<file path="config.mk">
export PLATFORM = sky130hd
export DESIGN_NAME = branch_resolver
export DESIGN_NICKNAME = d
export VERILOG_FILES = /design/src/rtl/branch_resolver.sv
export SDC_FILE = /design/constraint.sdc
export NUM_CORES = 1
export LEC_CHECK = 0
export CAP_MARGIN = 20
export CORE_ASPECT_RATIO = 0.75
export CORE_MARGIN = 1.5
export CORE_UTILIZATION = 45
export DETAILED_ROUTE_END_ITERATION = 10
export PLACE_DENSITY = 0.81
export SLEW_MARGIN = 40
export SYNTH_ARGS = -nofsm -noshare
export SYNTH_HDL_FRONTEND = slang
export SYNTH_SLANG_ARGS = --single-unit
</file>
<file path="constraint.sdc">
create_clock -name clk -period 6.3 [get_ports clk]
set_input_delay 0.63 -clock clk [delete_from_list [all_inputs] [get_ports clk]]
set_output_delay 0.63 -clock clk [all_outputs]
set_load 0.01 [all_outputs]
</file>
<file path="src/rtl/branch_resolver.sv">
// ---------------------------------------------------------------------------
// branch_resolver
//   Resolves branches and jumps in the ID stage against the prediction that
//   came with the instruction from IF. For each resolved control-flow
//   instruction it pulses a predictor update and a BTB write. On a
//   misprediction it raises flush, supplies the correct next PC, and kills
//   the wrong-path instruction that is entering ID. It also keeps counts of
//   resolutions and mispredictions.
//
//   The BTB is indexed by PC[7:0] with tag PC[15:8]. Only the write request
//   is generated here; the BTB itself lives elsewhere.
//
// Ports
//   clk, reset      : single clock; asynchronous active-high reset
//   stall           : holds the IF/ID register and blocks resolution
//   if_valid, if_pc, if_pred_taken, if_pred_target
//                   : IF-stage instruction and its prediction
//   id_is_branch, id_is_jump, id_cond, id_target
//                   : decode/evaluate results for the instruction in ID
//   is_predict      : one-cycle pulse, a branch/jump resolved (BHT update)
//   flush           : one-cycle pulse, misprediction
//   btb_write       : one-cycle pulse, write BTB entry {write_pc, pc_target}
//   write_pc        : PC of the last resolved branch/jump
//   pc_target       : resolved target of the last resolved branch/jump
//   redirect_pc     : correct next PC, valid while flush is high
//   predict_cnt     : number of resolutions (wraps)
//   flush_cnt       : number of mispredictions (wraps)
// ---------------------------------------------------------------------------
module branch_resolver #(
  parameter int unsigned WORD_SIZE = 16
) (
  input  logic                 clk,
  input  logic                 reset,
  input  logic                 stall,
  input  logic                 if_valid,
  input  logic [WORD_SIZE-1:0] if_pc,
  input  logic                 if_pred_taken,
  input  logic [WORD_SIZE-1:0] if_pred_target,
  input  logic                 id_is_branch,
  input  logic                 id_is_jump,
  input  logic                 id_cond,
  input  logic [WORD_SIZE-1:0] id_target,
  output logic                 is_predict,
  output logic                 flush,
  output logic                 btb_write,
  output logic [WORD_SIZE-1:0] write_pc,
  output logic [WORD_SIZE-1:0] pc_target,
  output logic [WORD_SIZE-1:0] redirect_pc,
  output logic [WORD_SIZE-1:0] predict_cnt,
  output logic [WORD_SIZE-1:0] flush_cnt
);

  typedef enum logic {
    RUN   = 1'b0,
    FLUSH = 1'b1
  } state_t;

  // IF/ID pipeline payload
  typedef struct packed {
    logic                 valid;
    logic [WORD_SIZE-1:0] pc;
    logic                 pred_taken;
    logic [WORD_SIZE-1:0] pred_target;
  } ifid_t;

  state_t state_q;
  state_t state_d;

  ifid_t ifid_q;
  ifid_t ifid_d;

  logic                 resolve_c;
  logic                 actual_taken_c;
  logic [WORD_SIZE-1:0] seq_pc_c;
  logic [WORD_SIZE-1:0] actual_next_c;
  logic [WORD_SIZE-1:0] pred_next_c;
  logic                 mispredict_c;
  logic                 btb_write_c;

  // FSM state register
  always_ff @(posedge clk or posedge reset) begin
    if (reset) begin
      state_q <= RUN;
    end else begin
      state_q <= state_d;
    end
  end

  // FSM next state: FLUSH always lasts exactly one cycle, stall or not
  always_comb begin
    state_d = state_q;
    case (state_q)
      RUN:     if (mispredict_c) state_d = FLUSH;
      FLUSH:   state_d = RUN;
      default: state_d = RUN;
    endcase
  end

  // FSM output / resolve logic
  always_comb begin
    resolve_c      = 1'b0;
    actual_taken_c = 1'b0;
    seq_pc_c       = ifid_q.pc + WORD_SIZE'(1);
    actual_next_c  = seq_pc_c;
    pred_next_c    = seq_pc_c;
    mispredict_c   = 1'b0;
    btb_write_c    = 1'b0;

    // A jump wins when decode flags both branch and jump
    actual_taken_c = id_is_jump | (id_is_branch & id_cond);
    if (actual_taken_c) actual_next_c = id_target;
    if (ifid_q.pred_taken) pred_next_c = ifid_q.pred_target;

    if (state_q == RUN && ifid_q.valid && !stall && (id_is_branch || id_is_jump)) begin
      resolve_c    = 1'b1;
      mispredict_c = (pred_next_c != actual_next_c);
      // Only taken instructions go into the BTB, and only if the stored target is stale
      btb_write_c  = actual_taken_c &&
                     (!ifid_q.pred_taken || (ifid_q.pred_target != id_target));
    end
  end

  // IF/ID next value: load unless stalled; a misprediction kills the
  // instruction entering ID since it was fetched down the wrong path
  always_comb begin
    ifid_d = ifid_q;
    if (!stall) begin
      ifid_d.valid       = if_valid;
      ifid_d.pc          = if_pc;
      ifid_d.pred_taken  = if_pred_taken;
      ifid_d.pred_target = if_pred_target;
    end
    if (mispredict_c) ifid_d.valid = 1'b0;
  end

  // IF/ID register
  always_ff @(posedge clk or posedge reset) begin
    if (reset) begin
      ifid_q <= '0;
    end else begin
      ifid_q <= ifid_d;
    end
  end

  // Registered pulses, resolution record, and counters
  always_ff @(posedge clk or posedge reset) begin
    if (reset) begin
      is_predict  <= 1'b0;
      flush       <= 1'b0;
      btb_write   <= 1'b0;
      write_pc    <= '0;
      pc_target   <= '0;
      redirect_pc <= '0;
      predict_cnt <= '0;
      flush_cnt   <= '0;
    end else begin
      is_predict <= resolve_c;
      flush      <= mispredict_c;
      btb_write  <= btb_write_c;
      if (resolve_c) begin
        write_pc    <= ifid_q.pc;
        pc_target   <= id_target;
        predict_cnt <= predict_cnt + WORD_SIZE'(1);
      end
      if (mispredict_c) begin
        redirect_pc <= actual_next_c;
        flush_cnt   <= flush_cnt + WORD_SIZE'(1);
      end
    end
  end

endmodule

</file>
# After elaboration in Yosys (flattened, before gate mapping)
# Cells that the tools add are included.
# op_classes
addsub	3
n_eq_ne	3
n_mux	9
bitwise	3
reduce_logical	8
# op_table
op	count
$add 16x1->16 const B	3
$mux 34	1
$mux 16	2
$ne 16x16->1	2
$mux 1	5
$logic_and 1x1->1	4
$logic_not 1->1	2
$logic_or 1x1->1	2
$ne 2x1->1 const B	1
$pmux 1 s2	1
$and 1x1->1	1
$not 1->1	1
$or 1x1->1	1
# word_totals
reg_bits	118
in_bits	56
word_cells	39

# Depth between registers and ports, before layout
# Gate-level depths: netlist of the first run.
# depth
word_depth	7
mapped_depth	12
mapped_depth_nobuf	10

# Worst setup path after synthesis of the first run
# OpenSTA, ideal clock, no wires.
# synth_timing
path_kind	reg-to-reg
start	register ifid_q[17] (netlist name)
end	register redirect_pc[0]
setup_time_ns	0.125
t_arrival_ns	3.106
path_slack_ns	3.069
path_stages_with_launch	11
period_less_slack_ns	3.231
path_cell_list	dfrtp_1 -> ha_1 -> nand2_1 -> nor3_1 -> xnor2_1 -> o22ai_1 -> or4_4 -> a2111oi_4 -> a31oi_1 -> buf_2 -> mux2_4
# synth_between
elab_chain_cells	4
elab_cells_between_ends	5
classes_between	add/sub (1); eq/ne (1); mux (3)
# synth_lines
element	line_no	text
start, declared	69	ifid_t ifid_q;
start signal, assigned	141	ifid_q <= ifid_d;
$add 16x1->16 *	103	seq_pc_c = ifid_q.pc + WORD_SIZE'(1);
$mux 16 (on tied branches)	112, 111	
$ne 16x16->1	116	mispredict_c = (pred_next_c != actual_next_c);
$mux 1	114	if (state_q == RUN && ifid_q.valid && !stall && (id_is_branch || id_is_jump)) begin
end signal, assigned	166	redirect_pc <= actual_next_c;
end, declared	48	output logic [WORD_SIZE-1:0] redirect_pc,
# Every way passes the cells marked *; elsewhere a longest branch is shown, timed or not.
# A chain may end at the register's enable or synchronous reset.

# Final worst setup path of the first run
# Ends and elaborated chain as after synthesis.

==> results of run 1 <==
[power breakdown]
part	internal, W	switching [W]
sequential	0.000911	0.000151
combinational	0.000469	0.000315
clock	0.000641	0.000333
[registers in the layout (all words and copies together) (netlist names)]
signal and flops:
state_q 1, flush_cnt 16, btb_write 1, redirect_pc 16
write_pc 16, pc_target 16, predict_cnt 16, is_predict 1
flush 1, ifid_q 34
[cells in the mapped netlist (7+ instances only)]
cell / instances / share of area, %
xnor2_1: 69 / 9.6
buf_2: 9 / 0.71
nand3_1: 22 / 1.7
nand2_1: 36 / 2.1
mux2i_1: 8 / 1.3
xor2_1: 19 / 2.6
nor3_1: 8 / 0.64
o21ai_0: 20 / 1.6
nand4_1: 15 / 1.5
mux2_2: 67 / 12
a31oi_1: 11 / 1.1
nand2b_1: 7 / 0.69
mux2_4: 15 / 3.6
nor2_1: 25 / 1.5
clkbuf_1: 19 / 1.1
inv_1: 14 / 0.83
dfrtp_1: 118 / 47
[layout by cell type (no fill, tap or decap), types with 4 or more instances in the layout]
cell type        instances
o21ai_0                 20
nand3_1                 22
mux2i_1                  8
and4_1                   4
xor2_1                  19
nor2_1                  25
nand2b_1                 7
mux2_4                  15
nor3_1                   8
mux2_2                  67
a31oi_1                 10
nand4_1                 15
clkbuf_16               17
buf_4                    4
dfrtp_1                118
xnor2_1                 69
inv_1                   13
a21oi_1                  6
clkbuf_1                 5
nand2_1                 36
and3_1                   6
clkdlybuf4s50_1        138
[stage by stage]
step | setup slack (ps) | area (um2) | hold WS [ps] | utilization, % | std cells
detailed placement | 2033 | 7839 | 462.1 | 57.20 | 846
CTS | 2278 | 8432 | 481.9 | 61.53 | 878
finish | 2212 | 8436 | 481.2 | 61.56 | 878
floorplan | 2541 | 6302 | 445.2 | - | 561
global route | 1999 | 8436 | 487.5 | 61.56 | 878
global placement | 2075 | 7809 | 469.0 | 56.99 | 844
[worst max-delay path by stage]
stage / slack (ps) / cells past startpoint / from / endpoint
detailed placement: 2030 / 11 / id_target[9] / redirect_pc[0]$_DFFE_PP0P_
global route: 2000 / 11 / ifid_q[17]$_DFFE_PP0N_ / flush_cnt[1]$_DFFE_PP0P_
CTS: 2280 / 11 / ifid_q[17]$_DFFE_PP0N_ / redirect_pc[0]$_DFFE_PP0P_
finish: 2210 / 11 / ifid_q[17]$_DFFE_PP0N_ / redirect_pc[0]$_DFFE_PP0P_
global placement: 2070 / 9 / id_target[11] / flush_cnt[1]$_DFFE_PP0P_
floorplan: 2540 / 1 / reset / btb_write$_DFF_PP0_
[cell type report]
type | instances | area, um2 | share of cell area [%]
clock buffer | 24 | 471.7 | 5.592
timing repair buffer | 145 | 1453 | 17.22
sequential | 118 | 2953 | 35.00
tap | 175 | 219.0 | 2.596
multi-input combinational | 394 | 3163 | 37.50
inverter | 14 | 55.05 | 0.6526
clock inverter | 8 | 121.4 | 1.439
[metal layers]
metal  global-route usage [%]  up-vias
li1                         -     2255
met1                    33.15     2481
met2                    33.97      231
met3                    6.770       27
met4                    8.346        0
met5                        0        -
[kinds of logic after synthesis]
kind of cell / after synthesis / synth area share, %
AND/OR/NAND/NOR: 145 / 12.65
flip-flops: 118 / 46.85
multiplexers: 90 / 16.82
AO/OA/AOI/OAI: 68 / 7.564
XOR/XNOR: 88 / 12.23
buffers and inverters: 49 / 3.295
adder cells (fa/ha/maj): 3 / 0.5957
==> impl_metrics.csv, run 1 <==
group,metric,value,unit
clocking,numClockSinks,118,
synth,ys_types,57,
synth,syn-num-nets,620,
critical_path,ff2ff_path_depth,11,
clocking,h-tree-depth,4,
floorplanning,die_area,14730,um2
hold_path,worst_hold_path_type,"reg -> reg",
route,dr_wl_met2,7.193,mm
critical_path,crit_type,"reg -> reg",
critical_path,arrival,4390,ps
timing,worst_pin_slew,799.7,ps
critical_path,required,6600,ps
floorplanning,fp.dieW,139.7,um
global_route,grt_pass1_wl,26.60,mm
synth,mappedNetlistArea,6302,um2
critical_path,r2r_end,"redirect_pc[0]$_DFFE_PP0P_",
critical_path,cp-start-kind,"register",
route,vias,4994,
critical_path,cp-end-kind,"register",
clocking,root_buffer,"clkbuf_16",
placed_design,io_buffers,138,
route,drc,11,
pwr,finalPower,0.002821,W
floorplanning,die_h,105.5,um
timing,finalHoldViolCount,0,
critical_path,cp_num_buf_inv,2,
placed_design,place.gp.congestion,0.9919,
timing,max_freq,0.2446,GHz
synth,synth-edff-count,0,
route,drt_iter0_markers,444,
hold_path,min_to,"predict_cnt[15]$_DFFE_PP0P_",
critical_path,r2r_start,"ifid_q[17]$_DFFE_PP0N_",
cells_and_area,nFillCells,1088,
synth,synth.yosys.seq_area_share,46.85,%
clocking,cts_hold_buffers,0,
global_route,track_usage,23.35,%
clocking,cts_setup_buffers,0,
floorplanning,start_util,45.99,%
clocking,clock_path_buffers,2,
synth,synthFlopType,"dfrtp_1",
route,wl_per_cell,18.90,um
run_status,violations,"DRC",
run_status,outcome,"complete, but fails checks",
synth,syn_avg_cell_area,11.23,um2
timing,setup_viol,0,
pwr,ir_worst_vdd,0.2005,mV
clocking,cts_tree,"built",
route,detail-route-antenna-nets,0,
critical_path,path_cells,"ha_1 > nand2_1 > nor3_1 > xnor2_1 > o22ai_1 > or4_4 > a2111oi_4 > a31oi_4 > buf_8 > buf_8 > mux2_4",
critical_path,r2r_setup_slack,2210,ps
route,dr.pass1.iters,8,
synth,synth_seq_cells,118,
pwr,p_per_area,334.5,nW/um2
global_route,grt_pass1_vias,5009,
timing,finalClockSkew,6.457,ps
timing,fin_crit,4088,ps
route,drt-total-wl,16.59,mm
critical_path,slowest_stage,"nor3_1",
global_route,grt_max_degree,63,
global_route,grt-ovfl-total,0,
critical_path,cp_common_cell,"buf_8",
cells_and_area,area_growth,33.85,%
timing,rsz0062_at_grt,"false",
route,top_layer_used,"met4",
global_route,antenna_found_initial,0,
synth,synthCells,561,
route,dr_wl_met3,1.515,mm
critical_path,critPathMaxStageDelay,650,ps
route,via_per_inst,5.688,
clocking,clk_latency,420,ps
cells_and_area,diodes,0,
cells_and_area,drive_gt1_share,18.63,%
hold_path,min_delay_path_depth,1,
clocking,cts_buffers,17,
critical_path,cp_max_fo,19,
hold_path,holdCritStartpoint,"predict_cnt[15]$_DFFE_PP0P_",
synth,yosys_warnings,0,
floorplanning,ios,139,
clocking,path_clk_slew,50,ps
timing,tns,0,ps
route,wl_met1,7.627,mm
synth,async_flop_share,100.0,%
critical_path,cp_top_family,"simple AND/OR/NAND/NOR gates",
cells_and_area,nets,749,
timing,slew_viol_final,0,
floorplanning,num_rows,37,
job,cap_viol_max_count,0,
placed_design,dp_hpwl,11.99,mm
floorplanning,core_area,13700,um2
clocking,cts_resized,0,
timing,fin_crit_sh,64.89,%
pwr,p_leak,3.381,nW
timing,relSlewSlack,45.99,%
No activity file was read; power rests on OpenSTA's default activity.
==> run 2: changes to the inputs <==
clock period = 4.2 ns   (was 6.3 ns; I/O delays follow)
==> impl_metrics.csv, run 2 (synthesis gave the netlist of run 1 again) <==
group,metric,value,unit
critical_path,critPathLaunch,"ifid_q[17]$_DFFE_PP0N_",
critical_path,slowest_stage,"nor3_1",
floorplanning,num_rows,37,
critical_path,crit_type,"reg -> reg",
cells_and_area,diodes,0,
job,cap_viol_max_count,0,
cells_and_area,mostFrequentLayoutCells,"clkdlybuf4s50_1 (138), dfrtp_1 (118), xnor2_1 (69)",
timing,rsz0062_at_grt,"false",
cells_and_area,regArea,2953,um2
global_route,grt_pass1_wl,26.98,mm
critical_path,cp_max_fo,19,
route,drt_iter0_markers,339,
cells_and_area,fin_cells,884,
cells_and_area,final_common_cell,"clkdlybuf4s50_1",
cells_and_area,drive_gt1_share,19.61,%
clocking,cts_setup_buffers,0,
floorplanning,die_area,14730,um2
timing,setup_viol,0,
clocking,path_clk_slew,50,ps
timing,slew_viol_final,0,
critical_path,path_cells,"ha_1 > nand2_1 > nor3_1 > xnor2_1 > o22ai_1 > or4_4 > a2111oi_4 > a31oi_4 > buf_8 > buf_16 > mux2_4",
route,detail-route-antenna-nets,0,
clocking,cts_hold_buffers,0,
timing,finalClockSkew,11.47,ps
cells_and_area,largest_reg_flops,34,
clocking,cts_tree,"built",
global_route,antenna_found_initial,0,
placed_design,placedCellCount,852,
critical_path,cp-start-kind,"register",
timing,max_freq,0.2568,GHz
global_route,grt_pass1_vias,4928,
placed_design,place.gp.congestion,0.8722,
critical_path,crit_path_end,"flush_cnt[1]$_DFFE_PP0P_",
pwr,p_leak,3.401,nW
pwr,ir_worst_vdd,0.3473,mV
placed_design,io_buffers,138,
route,dr.pass1.iters,8,
floorplanning,start_util,45.99,%
clocking,cts_resized,0,
cells_and_area,nets,755,
placed_design,dp_hpwl,12.35,mm
timing,finalHoldViolCount,0,
cells_and_area,fin_util,61.67,%
critical_path,r2r_end,"flush_cnt[1]$_DFFE_PP0P_",
critical_path,r2r_start,"ifid_q[17]$_DFFE_PP0N_",
global_route,grt-ovfl-total,0,
global_route,track_usage,23.99,%
critical_path,required,4500,ps
cells_and_area,regMostFlops,"ifid_q",
timing,worst_pin_slew,649.7,ps
clocking,h-tree-depth,4,
route,drt-total-wl,16.65,mm
timing,fin_crit,3894,ps
clocking,numClockSinks,118,
clocking,root_buffer,"clkbuf_16",
cells_and_area,nFillCells,1086,
route,vias,4867,
pwr,p_per_area,489.3,nW/um2
critical_path,r2r_setup_slack,310,ps
timing,fin_crit_sh,92.71,%
floorplanning,die_h,105.5,um
clocking,clock_path_buffers,2,
hold_path,worst_hold_path_type,"in -> async",
clocking,cts_buffers,17,
run_status,violations,"DRC",
floorplanning,fp.dieW,139.7,um
placed_design,placed_cell_area,7896,um2
floorplanning,ios,139,
critical_path,cp-end-kind,"register",
clocking,clk_latency,430,ps
cells_and_area,fin_area,8451,um2
cells_and_area,area_growth,34.09,%
cells_and_area,multi_input_area,3163,um2
critical_path,arrival,4200,ps
route,wl_per_cell,18.84,um
route,drc,11,
route,via_per_inst,5.506,
critical_path,critPathMaxStageDelay,590,ps
global_route,grt_max_degree,54,
timing,relSlewSlack,56.69,%
floorplanning,core_area,13700,um2
critical_path,ff2ff_path_depth,11,
run_status,outcome,"complete, but fails checks",
timing,tns,0,ps
## run 2: cell count changes in the layout (fill, tap and decap cells not counted)
cell / previous run / this run
clkinv_2: 3 / 6
inv_6: 1 / 0
buf_16: 0 / 1
clkbuf_8: 2 / 3
buf_8: 2 / 1
clkinv_4: 0 / 1
buf_4: 4 / 11
clkbuf_1: 5 / 3
buf_6: 1 / 0
bufinv_16: 3 / 1
## run 2: per-stage QoR
stage               setup slack, ps  hold WS (ps)  total power [W]
finish                        306.1         442.9         0.004135
global route                  156.0         497.5         0.004333
CTS                           303.6         457.9         0.004168
detailed placement            315.5         466.8         0.002793
global placement              230.4         467.2         0.002750
floorplan                     650.9         445.2         0.002164
## run 2: worst max-delay path: cells and delay by family (launching register included)
family / cells / cell delay (ps)
buf+inv: 2 / 360
simple gates: 3 / 1430
xor+xnor: 1 / 190
fa+ha+maj: 1 / 300
mux: 1 / 300
compound gates: 3 / 710
flops: 1 / 480
## run 2: power breakdown
part / internal [W] / switching (W)
registers: 0.00137 / 0.000226
logic: 0.000710 / 0.000477
clock network: 0.000852 / 0.000502
## run 2: final cells by class
| class | instances | share of cell area (%) |
|---|---|---|
| clock buffer | 23 | 5.656 |
| tap | 175 | 2.591 |
| timing repair buffer | 151 | 17.83 |
| inverter | 14 | 0.6515 |
| multi-input combinational | 394 | 37.43 |
| sequential | 118 | 34.94 |
| clock inverter | 9 | 0.9032 |
## run 2: how the worst min path moves through the flow
stage	start	end	slack, ps
after floorplan	ifid_q[33]$_DFFE_PP0P_	ifid_q[33]$_DFFE_PP0P_	450
final	reset	predict_cnt[15]$_DFFE_PP0P_	440
after global placement	flush_cnt[15]$_DFFE_PP0P_	flush_cnt[15]$_DFFE_PP0P_	470
after detailed placement	flush_cnt[15]$_DFFE_PP0P_	flush_cnt[15]$_DFFE_PP0P_	470
after CTS	reset	write_pc[3]$_DFFE_PP0P_	460
after global routing	reset	predict_cnt[15]$_DFFE_PP0P_	500
## run 2: routing by layer
layer  global-route usage, %  routed length (um)  part of all wire, %  up-vias
met5                       0                   0                    0        -
met4                   7.594                 274                  1.6        0
met3                   7.815                1220                  7.3       23
met2                   33.65                7068                   42      162
met1                   34.92                8092                   49     2416
li1                        -                   -                    -     2266
